$ cat src/rtl/hex_scan_display.sv
// N-digit multiplexed hex display driver: self-timed digit scan, load-strobed
// shadow registers, leading-zero blanking, per-digit blink, 16-level PWM, frame pulse.
module hex_scan_display #(
  parameter int DIGITS       = 8,
  parameter int SCAN_DIV     = 4096,
  parameter int BLINK_FRAMES = 64
) (
  input  logic                clk,
  input  logic                rst,
  input  logic [4*DIGITS-1:0] data,
  input  logic                load,
  input  logic [DIGITS-1:0]   blink_mask,
  input  logic                lz_blank,
  input  logic [3:0]          bright,
  output logic [DIGITS-1:0]   anodes,
  output logic [6:0]          segments,
  output logic                frame
);

  localparam int STEP  = SCAN_DIV / 16;
  localparam int SUB_W = $clog2(STEP);
  localparam int DIG_W = $clog2(DIGITS);
  localparam int FC_W  = (BLINK_FRAMES > 1) ? $clog2(BLINK_FRAMES) : 1;

  // The slot prescaler is kept as {phase, sub} with pre = phase*STEP + sub, so the
  // PWM phase falls out directly even when STEP is not a power of two.
  logic [SUB_W-1:0]    sub;
  logic [3:0]          phase;
  logic [DIG_W-1:0]    dig;
  logic [FC_W-1:0]     frame_cnt;
  logic                blink_ph;
  logic [4*DIGITS-1:0] sh_data;
  logic [DIGITS-1:0]   sh_mask;

  logic                slot_end;
  logic                frame_end;
  logic [DIGITS:0]     tail_zero;
  logic [3:0]          nibble;
  logic                blank;
  logic [DIGITS-1:0]   onehot;

  function automatic logic [6:0] hex_to_seg(input logic [3:0] h);
    case (h)
      4'h0:    return 7'h7E;
      4'h1:    return 7'h30;
      4'h2:    return 7'h6D;
      4'h3:    return 7'h79;
      4'h4:    return 7'h33;
      4'h5:    return 7'h5B;
      4'h6:    return 7'h5F;
      4'h7:    return 7'h70;
      4'h8:    return 7'h7F;
      4'h9:    return 7'h7B;
      4'hA:    return 7'h77;
      4'hB:    return 7'h1F;
      4'hC:    return 7'h4E;
      4'hD:    return 7'h3D;
      4'hE:    return 7'h4F;
      default: return 7'h47;
    endcase
  endfunction

  always_comb begin
    // NOTE: every signal written here gets a value on every path, so no latch is inferred.
    slot_end  = (phase == 4'd15) && (sub == SUB_W'(STEP - 1));
    frame_end = slot_end && (dig == DIG_W'(DIGITS - 1));

    // tail_zero[i] is set when nibbles i..DIGITS-1 of the shadow value are all zero.
    tail_zero         = '0;
    tail_zero[DIGITS] = 1'b1;
    for (int i = DIGITS - 1; i >= 0; i--) begin
      tail_zero[i] = tail_zero[i+1] && (sh_data[4*i +: 4] == 4'h0);
    end

    nibble      = sh_data[{dig, 2'b00} +: 4];
    blank       = (lz_blank && (dig != '0) && tail_zero[dig]) || (blink_ph && sh_mask[dig]);
    onehot      = '0;
    onehot[dig] = 1'b1;
  end

  always_ff @(posedge clk) begin
    if (rst) begin
      // NOTE: the shadow registers are reset as well, so no stale value is shown after rst.
      sub       <= '0;
      phase     <= '0;
      dig       <= '0;
      frame_cnt <= '0;
      blink_ph  <= 1'b0;
      sh_data   <= '0;
      sh_mask   <= '0;
      anodes    <= '0;
      segments  <= '0;
      frame     <= 1'b0;
    end else begin
      // NOTE: non-blocking assignments: outputs below see the pre-edge counters and shadow.
      anodes   <= (!blank && (phase < bright)) ? onehot : '0;
      segments <= blank ? 7'h00 : hex_to_seg(nibble);
      frame    <= frame_end;

      if (load) begin
        sh_data <= data;
        sh_mask <= blink_mask;
      end

      if (sub == SUB_W'(STEP - 1)) begin
        sub   <= '0;
        phase <= phase + 4'd1;
      end else begin
        sub <= sub + 1'b1;
      end

      if (slot_end) begin
        dig <= (dig == DIG_W'(DIGITS - 1)) ? '0 : dig + 1'b1;
      end

      if (frame_end) begin
        if (frame_cnt == FC_W'(BLINK_FRAMES - 1)) begin
          frame_cnt <= '0;
          blink_ph  <= ~blink_ph;
        end else begin
          frame_cnt <= frame_cnt + 1'b1;
        end
      end
    end
  end

endmodule
$ cat config.mk
export PLATFORM = sky130hd
export DESIGN_NAME = hex_scan_display
export DESIGN_NICKNAME = d
export VERILOG_FILES = /design/src/rtl/hex_scan_display.sv
export SDC_FILE = /design/constraint.sdc
export NUM_CORES = 1
export LEC_CHECK = 0
export CORE_ASPECT_RATIO = 0.5
export CORE_UTILIZATION = 47
export CTS_CLUSTER_DIAMETER = 40
export DETAILED_ROUTE_END_ITERATION = 6
export GPL_TIMING_DRIVEN = 0
export PLACE_DENSITY = 0.83
export SYNTH_ARGS = -nofsm -noshare
export SYNTH_HDL_FRONTEND = slang
export SYNTH_SLANG_ARGS = --single-unit
export TNS_END_PERCENT = 10
$ cat constraint.sdc
create_clock -name clk -period 3.5 [get_ports clk]
set_input_delay 0.7 -clock clk [delete_from_list [all_inputs] [get_ports clk]]
set_output_delay 0.7 -clock clk [all_outputs]
set_load 0.1 [all_outputs]
# Yosys cells after proc, flatten, opt, wreduce, memory -nomap -nowiden
# Memory sizes are Yosys's and may differ from the RTL's. A register that Yosys moved wholly into a read port is not among the register bits.
# Cells that the tools add are included.
op_classes:
  reduce_logical: 29
  n_lt_le_gt_ge: 4
  n_bitwise: 2
  eq_ne: 4
  mux: 8
  add_sub_neg: 4
  shifts: 1
op_table:
  columns: ["op", "count"]
  rows:
  - ["zero test 4 bit", 8]
  - ["indexed part select 32 x 6 -> 4 bit", 1]
  - ["logical AND 1 bit", 14]
  - ["adder 8 x 1 -> 8 bit, second input constant", 1]
  - ["equality test 8 bit, second input constant", 1]
  - ["adder 6 x 1 -> 6 bit, second input constant", 1]
  - ["binary-select mux 1 bit (select 3 bit)", 2]
  - ["equality test 6 bit, second input constant", 1]
  - ["2-to-1 mux 6 bit", 1]
  - ["OR reduction 2 bit", 3]
  - ["< comparator 3 x 5 -> 1 bit, second input constant", 1]
  - ["adder 4 x 1 -> 4 bit, second input constant", 1]
  - ["equality test 4 bit, second input constant", 1]
  - ["< comparator 3 x 4 -> 1 bit, second input constant", 1]
  - ["< comparator 4 bit", 1]
  - ["adder 3 x 1 -> 3 bit, second input constant", 1]
  - ["demux 1 bit (select 3 bit)", 1]
  - ["equality test 3 bit, second input constant", 1]
  - ["greater-or-equal comparator 3 x 1 -> 1 bit, second input constant", 1]
  - ["2-to-1 mux 1 bit", 3]
  - ["2-to-1 mux 3 bit", 1]
  - ["nonzero test 3 bit", 1]
  - ["NOT 1 bit", 2]
  - ["AND reduction 2 bit", 1]
  - ["other kinds (2)", 2]
totals:
  n_memories: 1
  reg_bits: 71
  inputBits: 48
  word_cells: 62
  rom_bits: 112
memory_table:
  columns: ["name", "depth", "word_bits", "rd", "rd_ports_with_merged_regs", "wr", "line", "text"]
  rows:
  - ["(name not given)", 16, 7, 1, 1, 0, "43", "case (h)"]

# Depth between registers and ports, before layout
# Gate-level depths: netlist of run 1.
logic_depth:
  ltp_word: 16
  ltp_mapped: 11

# Least setup slack after synthesis of run 1
# OpenSTA, ideal clock, no wires.
synth_path:
  kind: "reg2reg"
  start: "register dig[1]"
  end: "register segments[1]"
  path_slack_ns: 0.994
  setup_ns: 0.103
  arrival_time_ns: 2.402
  path_stages_with_launch: 11
  n_path_buf: 1
  path_cell_list: "dfxtp_1 > buf_2 > mux2i_1 > nor2_1 > a31oi_1 > nor2_1 > a211oi_1 > inv_1 > ha_1 > and2_1 > a2111oi_2"
synth_between:
  elab_chain_cells: 5
  word_cells_on_any_way: 11
  cone_classes: "shift (1); mux (4); reduce/logical (6)"
synth_lines:
  columns: ["element", "line", "text"]
  rows:
  - ["from (decl)", "29", "logic [DIG_W-1:0] dig;"]
  - ["from (signal assigned)", "113", "dig <= (dig == DIG_W'(DIGITS - 1)) ? '0 : dig + 1'b1;"]
  - ["binary-select mux 1 bit (select 3 bit) or nonzero test 3 bit (tied branches)", "76", "blank = (lz_blank && (dig != '0) && tail_zero[dig]) || (blink_ph && sh_mask[dig]);"]
  - ["2-to-1 mux 1 bit (implied by the code) or logical AND 1 bit (tied branches)", "76", null]
  - ["logical AND 1 bit", "76", null]
  - ["logical OR 1 bit", "76", null]
  - ["OR reduction 2 bit (no line)", null, null]
  - ["to (decl)", "16", "output logic [6:0] segments,"]
# Parallel ways exist; a longest one is shown, timed or not. The select of a mux whose other input is x is not followed.
# A chain may end at the register's enable or synchronous reset.

# Worst setup path in the final report of run 1
layout_path:
  start: "register dig[2]"
  end: "register segments[1]"
# Same word-level chain as after synthesis.

==> results.md, run 1 <==
* Status: finished, final reports clean
* Total of cells resized after clock tree synthesis at 0
* Final count of pins violating max slew at 0
* Core area at 7400 µm²
* Number of placed I/O pins at 64
* Worst EP required at 3720 ps
* Placed cell count at 539
* First DRT Iteration DRCs at 216
* Number of hold buffers added after CTS at 0
* Worst-path cell chain: buf_6, buf_6, clkbuf_1, nor2_1, a211oi_1, inv_1, ha_1, and2_1, a2111oi_2
* Number of cells produced by synthesis at 382
* Reg-to-reg startpoint: dig[2]
* Critical path's most frequent cell: sky130_fd_sc_hd__buf_6
* Total of warnings raised by yosys at 0
* Sinks on Clock Net at 78
* Hold EP: sub[0]
* Nature of the critical path endpoint: register
* Initial Utilization at 49.2%
* FMAX at 0.308 GHz
* Gp weighted congestion at 0.890
* Global-route wire length before repair at 13800 µm
* DRT Pass-1 Iters at 4
* Wirelength, routed at 8260 µm
* Worst skew pair latency at 340 ps
* Root Buffer: sky130_fd_sc_hd__clkbuf_16
* Maxcap violations at 0
* Die Span X at 127 µm
* Worst Clk Skew at 4.23 ps
* Number of filler instances in the final layout at 592
* Fraction of final layout cells sized beyond drive strength 1 at 8.28%
* Largest fanout on the critical path at 10
* Number of nets in the synthesized netlist at 446
* Via count at 2982
* Measured slew at the worst slew-check pin at 969 ps
* Min-Delay Startpoint: sub[0]
* Overflow left after global routing at 0
* Area growth syn-to-layout at 30.6%
* Largest net degree at the start of global routing at 14
* Worst VDD drop at 250 µV
* Startpoint class of the critical path: register
* Critical path arrival at 3470 ps
* Slew headroom at 35.2%
* Power density relative to cell area at 510 nW/µm²
* Count of endpoints failing setup in the final report at 0
* Hold Crit Class: register to register
* Critical path's largest stage delay at 780 ps
* Hold Path Cell Cnt at 1
* RSZ-0062 raised after global routing: no
* Residual DRC count at 0
* Hold Fails Final Rpt at 0
* Post-route antenna net violation count at 0
* H-tree Lvls at 3
* Sequential element share of the synthesized area at 42.8%
* Total die area at 8140 µm²
* Synthesized area at 3650 µm²
* Minimum clock period after layout at 3250 ps
* Cell count of the worst reg-to-reg path at 9
* Height of the die at 64.3 µm
* Cts bufs inserted at 9
* Crit Reg-Reg Endpoint: segments[1]
* Critical Path Slowest Stage Cell: sky130_fd_sc_hd__a211oi_1
* Post-route setup TNS at 0 ps
* Number of nets in the layout at 518
* Period utilization at 92.8%
* Number of global-route vias before repair at 2792
* Hpwl dp at 6120 µm
* Start-to-end type of the worst setup path: register to register
* Total global routing track utilization at 22.2%
* Number of buffers on the longest clock path at 2
* Placement row count at 22
* Post-synthesis sequential element count at 78
* TritonCTS clock tree: built
* Clock slew at the register clock pins of the worst setup and hold paths at 60 ps
* Initial antenna violation count at 0
* Count of non-filler cells in the finished layout at 555
* Post-CTS setup buffer count at 0
* Average via count per standard cell at 5.37
* Number of distinct library cells after synthesis at 53
* Avg Synthesized Cell Area at 9.54 µm²
* Post-DR wirelength/cell at 14.9 µm
* Diode count at 0
* Leak at 2.00 nW
* Worst R2R Setup Slack at 250 ps
* Number of input and output port buffers inserted at 61
## layer usage
metal	share of wire [%]	GRT usage, %	vias up
met5	0	0	-
met4	0.35	4.82	0
met3	7.7	7.87	6
met2	44	34.0	117
met1	48	29.9	1366
li1	-	-	1493
## kinds of logic after synthesis
kind of cell / count (synthesis) / share of synthesized area (%)
AO/OA/AOI/OAI: 44 / 9.68
multiplexers: 53 / 14.6
flip-flops: 78 / 42.8
buffers and inverters: 31 / 4.19
XOR/XNOR: 13 / 3.12
adder cells (fa/ha/maj): 16 / 5.49
AND/OR/NAND/NOR: 147 / 20.1
## worst max path at each step
stage	from	endpoint	cells past startpoint
finish	dig[2]	segments[1]	9
CTS	dig[1]	segments[1]	10
detailed placement	dig[1]	segments[1]	10
floorplan	dig[1]	segments[1]	10
global route	dig[1]	segments[1]	10
global placement	dig[1]	segments[1]	10
## cell usage in the layout, fill, tap and decap left out, types with 4 or more instances in the layout
cell,Yosys,routed
sky130_fd_sc_hd__a211oi_1,5,5
sky130_fd_sc_hd__a21oi_1,8,8
sky130_fd_sc_hd__and3_1,9,9
sky130_fd_sc_hd__buf_1,4,4
sky130_fd_sc_hd__bufinv_16,0,5
sky130_fd_sc_hd__clkbuf_1,8,9
sky130_fd_sc_hd__clkbuf_16,0,9
sky130_fd_sc_hd__clkdlybuf4s50_1,0,61
sky130_fd_sc_hd__dfxtp_1,78,78
sky130_fd_sc_hd__ha_1,16,16
sky130_fd_sc_hd__inv_1,10,10
sky130_fd_sc_hd__mux2i_1,51,51
sky130_fd_sc_hd__nand2_1,10,10
sky130_fd_sc_hd__nand3_1,7,7
sky130_fd_sc_hd__nand4_1,5,5
sky130_fd_sc_hd__nor2_1,74,74
sky130_fd_sc_hd__nor2b_1,6,6
sky130_fd_sc_hd__nor4_1,13,13
sky130_fd_sc_hd__o21ai_0,6,6
sky130_fd_sc_hd__o22ai_1,4,4
sky130_fd_sc_hd__or4_1,4,4
sky130_fd_sc_hd__xor2_1,10,10
## metrics by stage
stage	util, %	setup slack (ps)	area (µm²)	power (mW)	hold WS (ps)
after global placement	59.1	467	4380	1.24	432
after detailed placement	59.1	360	4380	1.24	445
after floorplan	-	994	3650	1.14	418
after global routing	64.3	86.5	4760	2.51	499
after CTS	64.3	344	4760	2.44	463
final	64.3	251	4760	2.43	461
## registers in the layout, indices dropped and copies added (netlist names)
name       count
frame          1
phase          4
segments       7
blink_ph       1
anodes         8
sub            8
dig            3
sh_data       32
frame_cnt      6
sh_mask        8
## Yosys cell counts (all sizes together)
cell type  number  area [µm²]
ha             16         200
or4             5        41.3
xnor2           3        26.3
buf            12        81.3
or2             1        6.26
mux2i          51         510
nor4           14        93.8
o21ai           6        30.0
or3             2        12.5
o32ai           2        17.5
o22ai           4        25.0
a22o            1        8.76
a21o            2        15.0
nor2b           6        37.5
nand2b          4        27.5
a211oi          8        75.1
nand2          11        43.8
nor4b           1        15.0
nor3            3        15.0
xor2           10        87.6
mux2            2        22.5
and2            4        27.5
a2111oi         1        15.0
a41oi           1        8.76
and3            9        56.3
o221ai          1        8.76
a31oi           1        6.26
o21a            1        7.51
o211ai          2        28.8
a221oi          3        26.3
or2b            1        11.3
a221o           1        10.0
nand3           7        35.0
nor2           74         278
clkbuf          8        30.0
o41ai           1        8.76
nand4           5        31.3
o31ai           1        21.3
a21oi           8        40.0
dfxtp          78        1560
inv            11        41.3
## critical path: cells and delay by family, from the launching register on
family,cells,cell delay (ps)
AOI/OAI and AO/OA,2,1160
buffers and inverters,4,940
adders and majority gates,1,310
and+or+nand+nor,2,300
DFF,1,410
## cell type report
type | instances | area (µm²) | share of cell area [%]
Clock buffer | 10 | 229 | 4.81
Timing Repair Buffer | 61 | 611 | 12.8
Clock inverter | 6 | 158 | 3.31
Sequential cell | 78 | 1560 | 32.8
Inverter | 11 | 41.3 | 0.867
Multi-Input combinational cell | 273 | 1930 | 40.6
Buffer | 20 | 111 | 2.34
Tap cell | 96 | 120 | 2.52
## report_power, final
| part | leakage (nW) | total (mW) | switching (mW) | internal [mW] |
|---|---|---|---|---|
| sequential | 0.640 | 0.957 | 0.0299 | 0.927 |
| combinational | 1.18 | 0.271 | 0.150 | 0.121 |
| clock | 0.183 | 1.20 | 0.359 | 0.841 |
| total | 2.00 | 2.43 | 0.539 | 1.89 |
Note: power is estimated with default switching activity, not from simulation.
==> inputs of run 2 (changes only) <==
ABC_CLOCK_PERIOD_IN_PS = 3600   (was not set)
CORE_UTILIZATION = 28   (was 47)
PLACE_DENSITY = 0.59   (was 0.83)
clock period = 3.6 ns   (was 3.5 ns; I/O delays follow)
==> run 2 against run 1 <==
  * Sequential share of layout area down 0.21 points
  * Sequential cell count did not move
  * Core utilization shrank 26 points
  * Critical path depth is 1 higher
  * Total power shrank 11%
  * Clock power shrank 19%
  * First-iteration DRC count decreased by 8.3%
  * Count of clock-buffer cells in the layout increased by 1
  * Combinational power fell by 3%
  * Design area up 0.66%
  * Largest cell class unchanged
  * Largest power group unchanged
  * Die area increased by 66%
==> results.md, run 2 (synthesis results as in run 1) <==
* Largest register FFs at 32 (unchanged)
* Hold Fails Final Rpt at 0 (unchanged)
* Most common library cell in the layout ignoring fill and taps: sky130_fd_sc_hd__dfxtp_1
* Leak at 1.97 nW (-1.7%)
* Hpwl dp at 6700 µm (+9.5%)
* Nature of the critical path endpoint: register
* Wirelength, routed at 8640 µm (+4.6%)
* Number of filler instances in the final layout at 1285 (+120%)
* Worst Clk Skew at 5.99 ps (+1.76 ps)
* Power density relative to cell area at 452 nW/µm² (-11%)
* Reg-to-reg startpoint: dig[1]
* Number of placed I/O pins at 64 (unchanged)
* Worst skew pair latency at 330 ps (about the same)
* Average via count per standard cell at 4.57 (-15%)
* Post-CTS setup buffer count at 0 (unchanged)
* Critical Path Slowest Stage Cell: sky130_fd_sc_hd__a211oi_1
* Hold Crit Class: register to register
* Total of cells resized after clock tree synthesis at 0 (unchanged)
* Most frequent cells in the layout: sky130_fd_sc_hd__dfxtp_1, sky130_fd_sc_hd__nor2_1, sky130_fd_sc_hd__clkdlybuf4s50_1
* Startpoint class of the critical path: register
* Critical path's largest stage delay at 750 ps (-30 ps)
* Maxcap violations at 0 (unchanged)
* Count of endpoints failing setup in the final report at 0 (unchanged)
* Number of hold buffers added after CTS at 0 (unchanged)
* Core area at 12700 µm² (+71%)
* DRT Pass-1 Iters at 4 (unchanged)
* Cell type group with the largest total delay on the critical path: compound AO/OA/AOI/OAI gates
* Source of the critical timing path: dig[1]
* Initial Utilization at 28.8% (-20 points)
* Slew headroom at 35.0% (-0.20 points)
* RSZ-0062 raised after global routing: no
* Post-route setup TNS at 0 ps (unchanged)
* Fraction of final layout cells sized beyond drive strength 1 at 8.28% (unchanged)
* Post-DR wirelength/cell at 13.7 µm (-7.7%)
* Clock slew at the register clock pins of the worst setup and hold paths at 60 ps (about the same)
* Worst-path cell chain: buf_2, mux2i_1, nor2_1, a31oi_1, nor2_1, a211oi_1, inv_1, ha_1, and2_1, a2111oi_2
* Total global routing track utilization at 13.7% (-8.5 points)
* Placement row count at 29 (+32%)
* Die Span X at 163 µm (+29%)
* Period utilization at 87.0% (-5.8 points)
* Worst EP required at 3820 ps (+100 ps)
* FMAX at 0.319 GHz (+3.7%)
* Sinks on Clock Net at 78 (unchanged)
* Min Hold Slack at 454 ps (-6.93 ps)
* Via count at 2875 (-3.6%)
* Measured slew at the worst slew-check pin at 972 ps (+3.01 ps)
* Residual DRC count at 0 (unchanged)
* Initial antenna violation count at 0 (unchanged)
* Largest fanout on the critical path at 10 (unchanged)
* Seq. cell area at 1560 µm² (unchanged)
* Gp weighted congestion at 0.849 (-4.6%)
* Area occupied by multi-input gates at 1930 µm² (unchanged)
* Critical path arrival at 3350 ps (-120 ps)
* Height of the die at 82.7 µm (+29%)
* Cts bufs inserted at 9 (unchanged)
* Overflow left after global routing at 0 (unchanged)
* Status: finished, final reports clean
* Global-route wire length before repair at 13900 µm (+0.95%)
* Critical path's most frequent cell: sky130_fd_sc_hd__nor2_1
* Number of buffers on the longest clock path at 2 (unchanged)
* Largest net degree at the start of global routing at 14 (unchanged)
* Diode count at 0 (unchanged)
* Total die area at 13500 µm² (+66%)
* Area growth syn-to-layout at 31.5%
* Final count of pins violating max slew at 0 (unchanged)
* Number of global-route vias before repair at 2679 (-4.0%)
* Number of nets in the layout at 518 (unchanged)
* Number of input and output port buffers inserted at 61 (unchanged)
* Worst VDD drop at 206 µV (-18%)
* Root Buffer: sky130_fd_sc_hd__clkbuf_16
* Combined buffer and inverter count along the critical path at 2 (-2)
* Minimum clock period after layout at 3130 ps (-116 ps)
* First DRT Iteration DRCs at 198 (-8.3%)
* TritonCTS clock tree: built
* Start-to-end type of the worst setup path: register to register
* H-tree Lvls at 3 (unchanged)
* Register with the most flip-flops: sh_data
* Post-route antenna net violation count at 0 (unchanged)
* Min-Delay Startpoint: sub[0]
run 2: changes by cell type in the layout (fill, tap and decap cells not counted):
| cell | previous run | this run |
|---|---|---|
| sky130_fd_sc_hd__bufinv_16 | 5 | 2 |
| sky130_fd_sc_hd__clkinvlp_4 | 1 | 3 |
| sky130_fd_sc_hd__clkbuf_8 | 0 | 1 |
run 2: metal layers:
| metal | wire [µm] | part of all wire, % | global-route usage [%] | up-vias |
|---|---|---|---|---|
| met1 | 4380 | 51 | 18.3 | 1314 |
| met2 | 3580 | 41 | 20.7 | 64 |
| met4 | 84 | 0.97 | 4.02 | 0 |
| met5 | 0 | 0 | 0 | - |
| li1 | - | - | - | 1488 |
| met3 | 596 | 6.9 | 4.75 | 9 |
run 2: stage by stage:
step	instances	total power [mW]	cell area (µm²)	utilization, %	setup WS, ps
after floorplan	382	1.11	3650	-	1090
after global routing	629	2.26	4790	37.9	128
final	629	2.17	4790	37.9	468
after global placement	613	1.21	4470	35.3	552
after detailed placement	613	1.22	4470	35.3	470
after CTS	629	2.19	4790	37.9	451
run 2: area by class of cell:
class                      instances  share of cell area [%]
inverter                          11                   0.861
timing repair buffer              61                    12.7
multi-input combinational        273                    40.3
clock buffer                      11                    5.06
buffer                            20                    2.32
tap                              170                    4.44
sequential                        78                    32.6
clock inverter                     5                    1.72
run 2: path summary, 6_finish.rpt:
check / end / slack, ps / cells past startpoint
worst min register to register: sub[0] / 450 / 1
worst min-delay path: sub[0] / 450 / 1
worst max-delay path: segments[1] / 470 / 10
worst max register to register: segments[1] / 470 / 10
run 2: power by group:
group | total (mW) | switching (mW) | internal, mW
clock network | 0.973 | 0.348 | 0.626
registers | 0.931 | 0.0296 | 0.901
logic | 0.264 | 0.147 | 0.117
==> inputs of run 3 (changes only) <==
DONT_BUFFER_PORTS = 1   (was not set)
PLACE_DENSITY = 0.52   (was 0.59)
==> run 3 against run 2 <==
  * Critical path depth unchanged
  * Clock power down 7.8%
  * Via count down 5.1%
  * Sequential cell count unchanged
==> results.md, run 3 (synthesis results as in run 1) <==
* Number of nets in the layout at 457 (-12%)
* Diode count at 0 (unchanged)
* Critical path's largest stage delay at 670 ps (-80 ps)
* Post-CTS setup buffer count at 0 (unchanged)
* Worst VDD drop at 198 µV (-3.9%)
* Fraction of final layout cells sized beyond drive strength 1 at 9.32% (+1.0 points)
* Cts bufs inserted at 9 (unchanged)
* Nature of the critical path endpoint: register
* Startpoint class of the critical path: register
* Total placed instance area at 3860 µm² (-14%)
* Minimum clock period after layout at 3020 ps (-117 ps)
* Number of placed I/O pins at 64 (unchanged)
* Total of cells resized after clock tree synthesis at 0 (unchanged)
* Post-route setup TNS at 0 ps (unchanged)
* Measured slew at the worst slew-check pin at 949 ps (-23.1 ps)
* Worst Clk Skew at 5.99 ps (+0.00700 ps)
* Total global routing track utilization at 13.6% (-0.13 points)
* Via count at 2728 (-5.1%)
* Die Span X at 163 µm (unchanged)
* Critical path arrival at 3250 ps (-100 ps)
* Residual DRC count at 0 (unchanged)
* Number of hold buffers added after CTS at 0 (unchanged)
* Final count of pins violating max slew at 0 (unchanged)
* RSZ-0062 raised after global routing: no
* Status: finished, final reports clean
* Slew headroom at 36.7% (+1.7 points)
* Average via count per standard cell at 4.81 (+5.3%)
* Reg-to-reg startpoint: dig[1]
* Clock slew at the register clock pins of the worst setup and hold paths at 60 ps (about the same)
* Period utilization at 83.8% (-3.2 points)
* Wirelength, routed at 8600 µm (-0.49%)
* Largest register FFs at 32 (unchanged)
* Number of input and output port buffers inserted at 0 (-100%)
* Source of the critical timing path: dig[1]
* Post-DR wirelength/cell at 15.2 µm (+10%)
* Min-Delay Startpoint: sub[0]
* Overflow left after global routing at 0 (unchanged)
* Hold Fails Final Rpt at 0 (unchanged)
* Number of buffers on the longest clock path at 2 (unchanged)
* FMAX at 0.332 GHz (+3.9%)
* Power density relative to cell area at 488 nW/µm² (+7.9%)
* Critical Path Slowest Stage Cell: sky130_fd_sc_hd__a211oi_1
* Initial Utilization at 28.8% (unchanged)
* Gp weighted congestion at 0.835 (-1.7%)
* Sinks on Clock Net at 78 (unchanged)
* Worst-path cell chain: buf_2, mux2i_1, nor2_1, a31oi_1, nor2_1, a211oi_1, inv_1, ha_1, and2_1, a2111oi_2
* Post-route antenna net violation count at 0 (unchanged)
* TritonCTS clock tree: built
* Hold Crit Class: register to register
* Worst skew pair latency at 340 ps (about the same)
* Initial antenna violation count at 0 (unchanged)
* Count of endpoints failing setup in the final report at 0 (unchanged)
* Min Hold Slack at 445 ps (-8.80 ps)
* DRT Pass-1 Iters at 4 (unchanged)
* Final design utilization at 32.8% (-5.1 points)
* Register with the most flip-flops: sh_data
* Largest fanout on the critical path at 10 (unchanged)
* Worst R2R Setup Slack at 580 ps (+120 ps)
* Height of the die at 82.7 µm (unchanged)
* First DRT Iteration DRCs at 181 (-8.6%)
* Area growth syn-to-layout at 13.8%
* Global-route wire length before repair at 13800 µm (-0.60%)
* Placement row count at 29 (unchanged)
* Total die area at 13500 µm² (unchanged)
* Most frequent cells in the layout: sky130_fd_sc_hd__dfxtp_1, sky130_fd_sc_hd__nor2_1, sky130_fd_sc_hd__mux2i_1
* H-tree Lvls at 3 (unchanged)
* Worst EP required at 3840 ps (+20 ps)
* Hpwl dp at 6530 µm (-2.5%)
* Root Buffer: sky130_fd_sc_hd__clkbuf_16
* Core area at 12700 µm² (unchanged)
* Most common library cell in the layout ignoring fill and taps: sky130_fd_sc_hd__dfxtp_1
* Number of global-route vias before repair at 2643 (-1.3%)
* Largest net degree at the start of global routing at 13 (-1)
* Finished Cell Area at 4150 µm² (-13%)
* Start-to-end type of the worst setup path: register to register
* Critical path's most frequent cell: sky130_fd_sc_hd__nor2_1
* Leak at 1.73 nW (-12%)
* Maxcap violations at 0 (unchanged)
==> run 3: cell types whose count changed in the layout (fill, tap and decap cells not counted), sizes merged <==
cell	change
bufinv	-1
clkdlybuf4s50	-61
clkinv	+2
clkinvlp	-2
==> run 3: path summary, 6_finish.rpt <==
check	end	cells past startpoint
max reg2reg	segments[1]	10
min	sub[0]	1
max	segments[1]	10
min reg2reg	sub[0]	1
==> run 3: worst max-delay path: cells and delay by family (launching register included) <==
family,cells,cell delay (ps)
compound gates,3,1110
buf+inv,2,500
flops,1,460
fa+ha+maj,1,300
simple gates,3,280
mux,1,240
==> run 3: per-stage QoR <==
| step | cells | power, mW | worst slack, ps |
|---|---|---|---|
| floorplan | 382 | 1.11 | 1090 |
| global placement | 552 | 1.15 | 573 |
| detailed placement | 552 | 1.15 | 571 |
| CTS | 567 | 2.05 | 552 |
| global route | 567 | 2.11 | 291 |
| finish | 567 | 2.03 | 585 |
==> run 3: final cells by class <==
type / count / area (µm²)
Buffer: 20 / 111
Clock buffer: 11 / 243
Clock inverter: 4 / 47.5
Fill cell: 1306 / 8510
Inverter: 11 / 41.3
Multi-Input combinational cell: 273 / 1930
Sequential cell: 78 / 1560
Tap cell: 170 / 213
==> run 3: routing by layer <==
layer / track usage [%] / vias to the layer above / routed length [µm]
met5: 0 / - / 0
met4: 5.14 / 0 / 89
met3: 4.40 / 12 / 459
met2: 21.6 / 60 / 3830
met1: 17.1 / 1284 / 4220
li1: - / 1372 / -
==> run 3: where the power goes <==
| group | total [mW] | switching, mW | internal (mW) |
|---|---|---|---|
| logic | 0.137 | 0.0746 | 0.0627 |
| clock network | 0.897 | 0.348 | 0.549 |
| registers | 0.991 | 0.0901 | 0.901 |
| total | 2.03 | 0.512 | 1.51 |
